### src/rtl/mem_arb_pkg.sv
// Shared encodings for the IF/MEM SRAM port arbiter.
package mem_arb_pkg;

    localparam int STREAK_W = 4;

    typedef enum logic [1:0] {
        IDLE     = 2'd0,
        BUSY_IF  = 2'd1,
        BUSY_MEM = 2'd2,
        DONE     = 2'd3
    } arb_state_t;

    typedef enum logic {
        OWNER_IF  = 1'b0,
        OWNER_MEM = 1'b1
    } owner_t;

endpackage

### src/rtl/mem_port_arbiter_streak.sv
// Counts consecutive MEM grants made while IF is waiting; at_limit is combinational from the count.
// Latency: count updates on the edge after inc/clr. No backpressure; clr wins over inc, saturates at all-ones.
module grant_streak_counter
    import mem_arb_pkg::*;
#(
    parameter int LIMIT = 4
) (
    input  logic clk,
    input  logic rst,
    input  logic inc,
    input  logic clr,
    output logic at_limit
);

    localparam logic [STREAK_W-1:0] LIM = STREAK_W'(LIMIT);

    logic [STREAK_W-1:0] cnt;

    always_ff @(posedge clk) begin
        if (rst) begin
            cnt <= '0;
        end else if (clr) begin
            cnt <= '0;
        end else if (inc && (cnt != '1)) begin
            cnt <= cnt + 1'b1;
        end
    end

    assign at_limit = (cnt == LIM);

endmodule

### src/rtl/mem_port_arbiter.sv
// Shares one SRAM controller port between IF reads and MEM reads/writes; MEM_ARB_FAIRNESS_EN adds an IF anti-starvation streak limit.
// Latency: command on ctrl_* one cycle after grant; owner ready/rdata one cycle after ctrl_ready, IDLE the cycle after.
// Backpressure: requesters are held (stalled) until their one-cycle ready pulse; the DONE cycle ignores all requests.
module mem_port_arbiter
    import mem_arb_pkg::*;
#(
    parameter int MAX_MEM_STREAK = 4
) (
    input  logic        clk,
    input  logic        rst,
    input  logic        if_req,
    input  logic [31:0] if_addr,
    output logic [31:0] if_rdata,
    output logic        if_ready,
    input  logic        mem_rd_req,
    input  logic        mem_wr_req,
    input  logic [31:0] mem_addr,
    input  logic [31:0] mem_wdata,
    output logic [31:0] mem_rdata,
    output logic        mem_ready,
    output logic        ctrl_rd_en,
    output logic        ctrl_wr_en,
    output logic [31:0] ctrl_addr,
    output logic [31:0] ctrl_wdata,
    input  logic [31:0] ctrl_rdata,
    input  logic        ctrl_ready
);

    arb_state_t  state, state_nxt;
    owner_t      owner;
    logic        cmd_wr;
    logic [31:0] cmd_addr, cmd_wdata;
    logic [31:0] if_rdata_q, mem_rdata_q;
    logic        mem_any, decide, if_forced, grant_mem, grant_if, busy;

    assign mem_any = mem_rd_req | mem_wr_req;
    assign decide  = (state == IDLE) && (mem_any || if_req);
    assign busy    = (state == BUSY_IF) || (state == BUSY_MEM);

`ifdef MEM_ARB_FAIRNESS_EN
    logic at_limit;

    // A decision with IF absent breaks the streak; only MEM wins over a waiting IF extend it.
    grant_streak_counter #(.LIMIT(MAX_MEM_STREAK)) u_streak (
        .clk      (clk),
        .rst      (rst),
        .inc      (grant_mem && if_req),
        .clr      (grant_if || (decide && !if_req)),
        .at_limit (at_limit)
    );

    assign if_forced = at_limit && if_req;
`else
    logic unused_streak_cfg;
    assign unused_streak_cfg = (MAX_MEM_STREAK != 0);
    assign if_forced         = 1'b0;
`endif

    // MEM belongs to the older instruction, so it wins unless IF has waited too long.
    assign grant_mem = decide && mem_any && !if_forced;
    assign grant_if  = decide && !grant_mem;

    always_ff @(posedge clk) begin
        if (rst) begin
            state <= IDLE;
        end else begin
            state <= state_nxt;
        end
    end

    always_comb begin
        state_nxt = state;
        unique case (state)
            IDLE: begin
                if (grant_mem) begin
                    state_nxt = BUSY_MEM;
                end else if (grant_if) begin
                    state_nxt = BUSY_IF;
                end
            end
            BUSY_IF, BUSY_MEM: begin
                if (ctrl_ready) begin
                    state_nxt = DONE;
                end
            end
            DONE:    state_nxt = IDLE;
            default: state_nxt = IDLE;
        endcase
    end

    always_ff @(posedge clk) begin
        if (rst) begin
            owner       <= OWNER_IF;
            cmd_wr      <= 1'b0;
            cmd_addr    <= '0;
            cmd_wdata   <= '0;
            if_rdata_q  <= '0;
            mem_rdata_q <= '0;
        end else begin
            if (grant_mem) begin
                owner     <= OWNER_MEM;
                cmd_wr    <= mem_wr_req;
                cmd_addr  <= mem_addr;
                cmd_wdata <= mem_wdata;
            end else if (grant_if) begin
                owner     <= OWNER_IF;
                cmd_wr    <= 1'b0;
                cmd_addr  <= if_addr;
                cmd_wdata <= '0;
            end
            if (busy && ctrl_ready && !cmd_wr) begin
                if (owner == OWNER_IF) begin
                    if_rdata_q <= ctrl_rdata;
                end else begin
                    mem_rdata_q <= ctrl_rdata;
                end
            end
        end
    end

    always_comb begin
        ctrl_rd_en = busy && !cmd_wr;
        ctrl_wr_en = busy && cmd_wr;
        ctrl_addr  = cmd_addr;
        ctrl_wdata = cmd_wdata;
        if_ready   = (state == DONE) && (owner == OWNER_IF);
        mem_ready  = (state == DONE) && (owner == OWNER_MEM);
        if_rdata   = if_rdata_q;
        mem_rdata  = mem_rdata_q;
    end

endmodule

### config.mk
export PLATFORM = sky130hd
export DESIGN_NAME = mem_port_arbiter
export DESIGN_NICKNAME = d
export VERILOG_FILES = /design/src/rtl/mem_arb_pkg.sv /design/src/rtl/mem_port_arbiter_streak.sv /design/src/rtl/mem_port_arbiter.sv
export SDC_FILE = /design/constraint.sdc
export NUM_CORES = 1
export LEC_CHECK = 0
export ABC_AREA = 1
export ABC_CLOCK_PERIOD_IN_PS = 1650
export CORE_UTILIZATION = 41
export DETAILED_ROUTE_END_ITERATION = 10
export PLACE_DENSITY = 0.84
export SYNTH_ARGS = -nofsm -noshare
export SYNTH_HDL_FRONTEND = slang
export SYNTH_SLANG_ARGS = --single-unit
### constraint.sdc
create_clock -name clk -period 1.65 [get_ports clk]
set_input_delay 0.33 -clock clk [delete_from_list [all_inputs] [get_ports clk]]
set_output_delay 0.33 -clock clk [all_outputs]
set_load 0.02 [all_outputs]
### After elaboration in Yosys (flattened, before gate mapping)

Index checks and enable logic that the tools add are counted.

| storage, ports and cells | value |
|---|---|
| register bits after elaboration | 132 |
| bits in latches | 0 |
| bits in writable memories | 0 |
| bits in read-only memories | 0 |
| bits of input ports | 134 |
| output and inout port bits | 132 |
| word-level logic and storage cells | 44 |
| memories kept | 0 |

| cells by class | value |
|---|---|
| add/subtract/negate cells | 0 |
| multiply operators | 0 |
| div/mod/pow operators | 0 |
| magnitude comparators | 0 |
| eq/ne operators | 5 |
| shifts and indexed selects | 0 |
| multiplexer cells | 11 |
| bitwise gates (word level) | 2 |
| reductions and logical operators | 19 |

Operator list:

| operator | count |
|---|---|
| $mux W32 | 4 |
| $logic_and A1 B1 Y1 | 9 |
| $mux W2 | 3 |
| $pmux W2 S3 | 1 |
| $reduce_and A2 Y1 | 3 |
| $eq A2 B2 Y1 const B | 2 |
| $mux W1 | 3 |
| $ne A3 B3 Y1 const B | 1 |
| $eq A2 B1 Y1 const B | 1 |
| $logic_not A1 Y1 | 2 |
| $logic_not A2 Y1 | 1 |
| $logic_or A1 B1 Y1 | 2 |
| $ne A2 B2 Y1 const B | 1 |
| $reduce_bool A2 Y1 | 1 |
| $reduce_or A2 Y1 | 1 |
| $not A1 Y1 | 1 |
| $or A1 B1 Y1 | 1 |

### Longest topological paths before layout

| logic depth | value |
|---|---|
| depth in word-level cells | 9 |
| depth in mapped cells | 8 |
| gate-level depth less buffers | 8 |

### Worst setup path before layout

Ideal clock, no wire load.

| timing path | value |
|---|---|
| path type | register to register |
| start | reg state[0] |
| end | reg mem_rdata_q[11] (netlist: mem_rdata[11]) |
| library setup time | 0.070 ns |
| arrival | 1.351 ns |
| required time | 1.580 ns |
| slack | 0.229 ns |
| stages on the path, launching flop included | 9 |
| path buffers | 1 |
| clock period less this slack | 1.421 ns |
| cell sequence | dfxtp_1 > inv_1 > ha_1 > nand2_1 > nor2_2 > nand2_1 > clkbuf_1 > nand2_1 > a21oi_1 |

| between the ends | value |
|---|---|
| cells in the longest elaborated chain, start to end | 5 |
| elaborated cells between the ends (all ways) | 6 |
| those cells by class | eq/ne: 2; reduce/logical: 4 |

RTL lines:

| element | RTL line | source |
|---|---|---|
| start: declaration | mem_port_arbiter.sv:29 | `arb_state_t state, state_nxt;` |
| start signal: assignment | mem_port_arbiter.sv:67 | `state <= state_nxt;` |
| $eq A2 B1 Y1 / $eq A2 B2 Y1 (equally long branches) | mem_port_arbiter.sv:38 | `assign busy = (state == BUSY_IF) \|\| (state == BUSY_MEM);` |
| $logic_or A1 B1 Y1 * | mem_port_arbiter.sv:38 |  |
| $logic_and A1 B1 Y1 * (2 in series) | mem_port_arbiter.sv:111 | `if (busy && ctrl_ready && !cmd_wr) begin` |
| $reduce_and A2 Y1 (no source line) * | - |  |
| end signal: assignment | mem_port_arbiter.sv:115 | `mem_rdata_q <= ctrl_rdata;` |
| end: declaration | mem_port_arbiter.sv:33 | `logic [31:0] if_rdata_q, mem_rdata_q;` |

Every way passes the cells marked *; elsewhere a longest branch is shown, timed or not.
A chain may end at the register's enable or synchronous reset.

### Final worst setup path

| timing path | value |
|---|---|
| start | reg state[1] |
| end | out ctrl_rd_en |

| between the ends | value |
|---|---|
| cells in the longest elaborated chain, start to end | 3 |
| elaborated cells between the ends (all ways) | 4 |
| those cells by class | eq/ne: 2; reduce/logical: 2 |

RTL lines:

| element | RTL line | source |
|---|---|---|
| $eq A2 B1 Y1 / $eq A2 B2 Y1 (equally long branches) | mem_port_arbiter.sv:38 |  |
| $logic_or A1 B1 Y1 * | mem_port_arbiter.sv:38 |  |
| $logic_and A1 B1 Y1 * | mem_port_arbiter.sv:122 | `ctrl_rd_en = busy && !cmd_wr;` |
| end: declaration | mem_port_arbiter.sv:21 | `output logic ctrl_rd_en,` |

Marked as above.

==> reports/results.tsv <==
metric	value	unit
final core utilization	0.677	
initial core utilization	0.422	
Met2 Wirelength	8190	um
FMAX	594	MHz
maximum number of pins on one net before global-route repair	68	
share of cells above drive strength 1	0.0774	
sw power	5.58	mW
Seq pwr share	0.296	
Top Metal Used	met4	
gr ovfl total	0	
Internal	8.80	mW
Die Y-Extent	119	um
DP Worst Slack	-0.189	ns
Worst R2R Path Depth	8	
# DRC	0	
Inserted Diodes	0	
Mean Syn Cell Area	6.90	sq um
I/O Pins	266	
gpl congestion	0.789	
area of the die	14100	sq um
cell count after synthesis	810	
RSZ-0062 raised after global routing	true	
setup violators final	1	
Data arrival, critical path	1.35	ns
vias in the first global route	5654	
VDD IR-drop max	0.983	mV
violated checks	setup timing	
Total GRT Usage	0.239	
Setup CP Type	flop to primary output	
Sink Count	132	
hold crit path type	input port to flop	
Fin. Hold Viols	0	
post-synth cell types	18	
setup ws final	-0.0347	ns
total negative setup slack	-0.0347	ns
via count	5953	
max-cap check violation count	0	
iteration-0 DRC count of the detailed router	301	
met3 wire length	1230	um
Period Utilization, post-route	1.02	
Final min period	1.68	ns
post-synthesis net count	947	
status	finished, violations left	
first-pass GRT wire length	26700	um
Mapped Area	5590	sq um
crit start category	flop	
clock share of power	0.257	
PortBufs	265	
Setup Skew	0.00620	ns
pwr/cell area	1600	nW/um^2
Core Area	13200	sq um
layout filler cell count	1183	
Static Leak	4.39	nW
H-tree level count	4	
Worst-Margin Slew	0.380	ns
Nets	1209	
Vias/cell	4.72	
yosys warns	0	
Slowest cell on crit path	dfxtp_2	
drt pass-1 iters	4	
CP peak stage delay	0.34	ns
clock-pin slew on the worst setup and hold paths	0.06	ns
initial antenna violation count	0	
crit end category	primary output	
met1 WL	6750	um
Layout area overhead	60.4	%
Power Total	14.4	mW
CTS tree	done	
crit-path cells	inv_2 -> ha_4 -> inv_2 -> nor2_1 -> buf_4	
clock root buffer	clkbuf_16	
Clk Latency, worst-skew pair	0.41	ns
post-route cell area	8960	sq um
die width	119	um
switching fraction of total power	0.388	
Max FO, Critical Path	3	
most used cell, CP	inv_2	
overall routed net length	16700	um
Antenna Violating Nets Remaining	0	
# rows	42	
deepest clock path buffer count	2	
relative slew slack	0.747	
WHS Path Cells	3	
Slew Viols, Final	0	
Logic pwr share	0.447	
CTS buffer count	17	
Placed Area	8470	sq um
DP HPWL	11600	um
routed len/inst	13.3	um
Seq/Total Area, Yosys	0.473	
critical path data required time	1.32	ns
flops & latches, synth	132	
[critical path: cells and delay by family, from the launching register on]
family | cells | cell delay, ns
DFF | 1 | 0.34
adders and majority gates | 1 | 0.28
buffers and inverters | 3 | 0.24
and+or+nand+nor | 1 | 0.10
[through the flow]
stage	hold slack, ns	instances
floorplan	0.477	810
global placement	0.447	1226
detailed placement	0.451	1226
CTS	0.415	1258
global route	0.414	1261
finish	0.431	1261
[timing repair]
item | in CTS | in global routing
buffers inserted | 0 | 2
hold buffers | 0 | 0
endpoints found under the setup margin | 133 | 4
hold endpoints to repair | 0 | 0
gates cloned | 0 | 1
gates resized for setup | 157 | 4
pin swaps | 1 | 2
[worst paths after layout]
check | start | end | slack, ns
worst min register to register | ctrl_wdata[0] | ctrl_wdata[0] | 0.45
worst min-delay path | rst | ctrl_wdata[5] | 0.43
worst max register to register | state[1] | mem_rdata[22] | 0.07
worst max-delay path | state[1] | ctrl_rd_en | -0.03
[cells in the mapped netlist]
| master | number | area, sq um |
|---|---|---|
| a21oi_1 | 130 | 651 |
| buf_1 | 2 | 7.51 |
| buf_2 | 20 | 100 |
| buf_4 | 4 | 30.0 |
| buf_6 | 9 | 101 |
| clkbuf_1 | 18 | 67.6 |
| clkinv_1 | 1 | 3.75 |
| dfxtp_1 | 132 | 2640 |
| ha_1 | 3 | 37.5 |
| inv_1 | 105 | 394 |
| inv_2 | 2 | 7.51 |
| nand2_1 | 274 | 1030 |
| nand2_2 | 1 | 6.26 |
| nand3_1 | 66 | 330 |
| nor2_1 | 39 | 146 |
| nor2_2 | 1 | 6.26 |
| o21ai_4 | 1 | 16.3 |
| or2_2 | 2 | 12.5 |
[registers in the layout (all words and copies together), names as in the netlist]
signal      cells
state           2
mem_rdata      32
owner           1
ctrl_addr      32
if_rdata       32
cmd_wr          1
ctrl_wdata     32
[layer usage]
layer,GRT usage,vias up
li1,-,3016
met1,0.262,2660
met2,0.417,236
met3,0.0709,41
met4,0.116,0
met5,0,-
[cell usage in the layout, fill, tap and decap left out, types with 3 or more instances in the layout]
cell	n
a21oi_1	130
buf_12	8
buf_4	22
buf_6	3
clkbuf_16	18
clkdlybuf4s50_1	132
clkinv_2	5
clkinvlp_4	4
dfxtp_1	130
dlygate4sd2_1	128
inv_1	102
inv_2	5
nand2_1	273
nand3_1	66
nor2_1	38
[cell families after synthesis]
| family | share of synthesized area |
|---|---|
| compound gates | 0.119 |
| fa+ha+maj | 0.00672 |
| buf+inv | 0.127 |
| flops | 0.473 |
| simple gates | 0.274 |
[cell type report]
class | count | area [sq um] | area share
clock buffers | 19 | 453 | 0.0505
flip-flops and latches | 132 | 2650 | 0.295
well taps | 176 | 220 | 0.0246
multi-input cells | 517 | 2270 | 0.253
inverters | 108 | 405 | 0.0452
repair buffers | 296 | 2840 | 0.316
clock inverters | 13 | 133 | 0.0148
[power by group through the flow]
stage / sequential, mW / clock [mW] / combinational [mW]
floorplan: 5.10 / 0 / 3.13
global placement: 4.29 / 0 / 6.58
detailed placement: 4.32 / 0 / 6.68
CTS: 4.25 / 3.76 / 6.34
global route: 4.33 / 3.92 / 7.07
finish: 4.26 / 3.69 / 6.43
(Power assumes the default switching activity.)
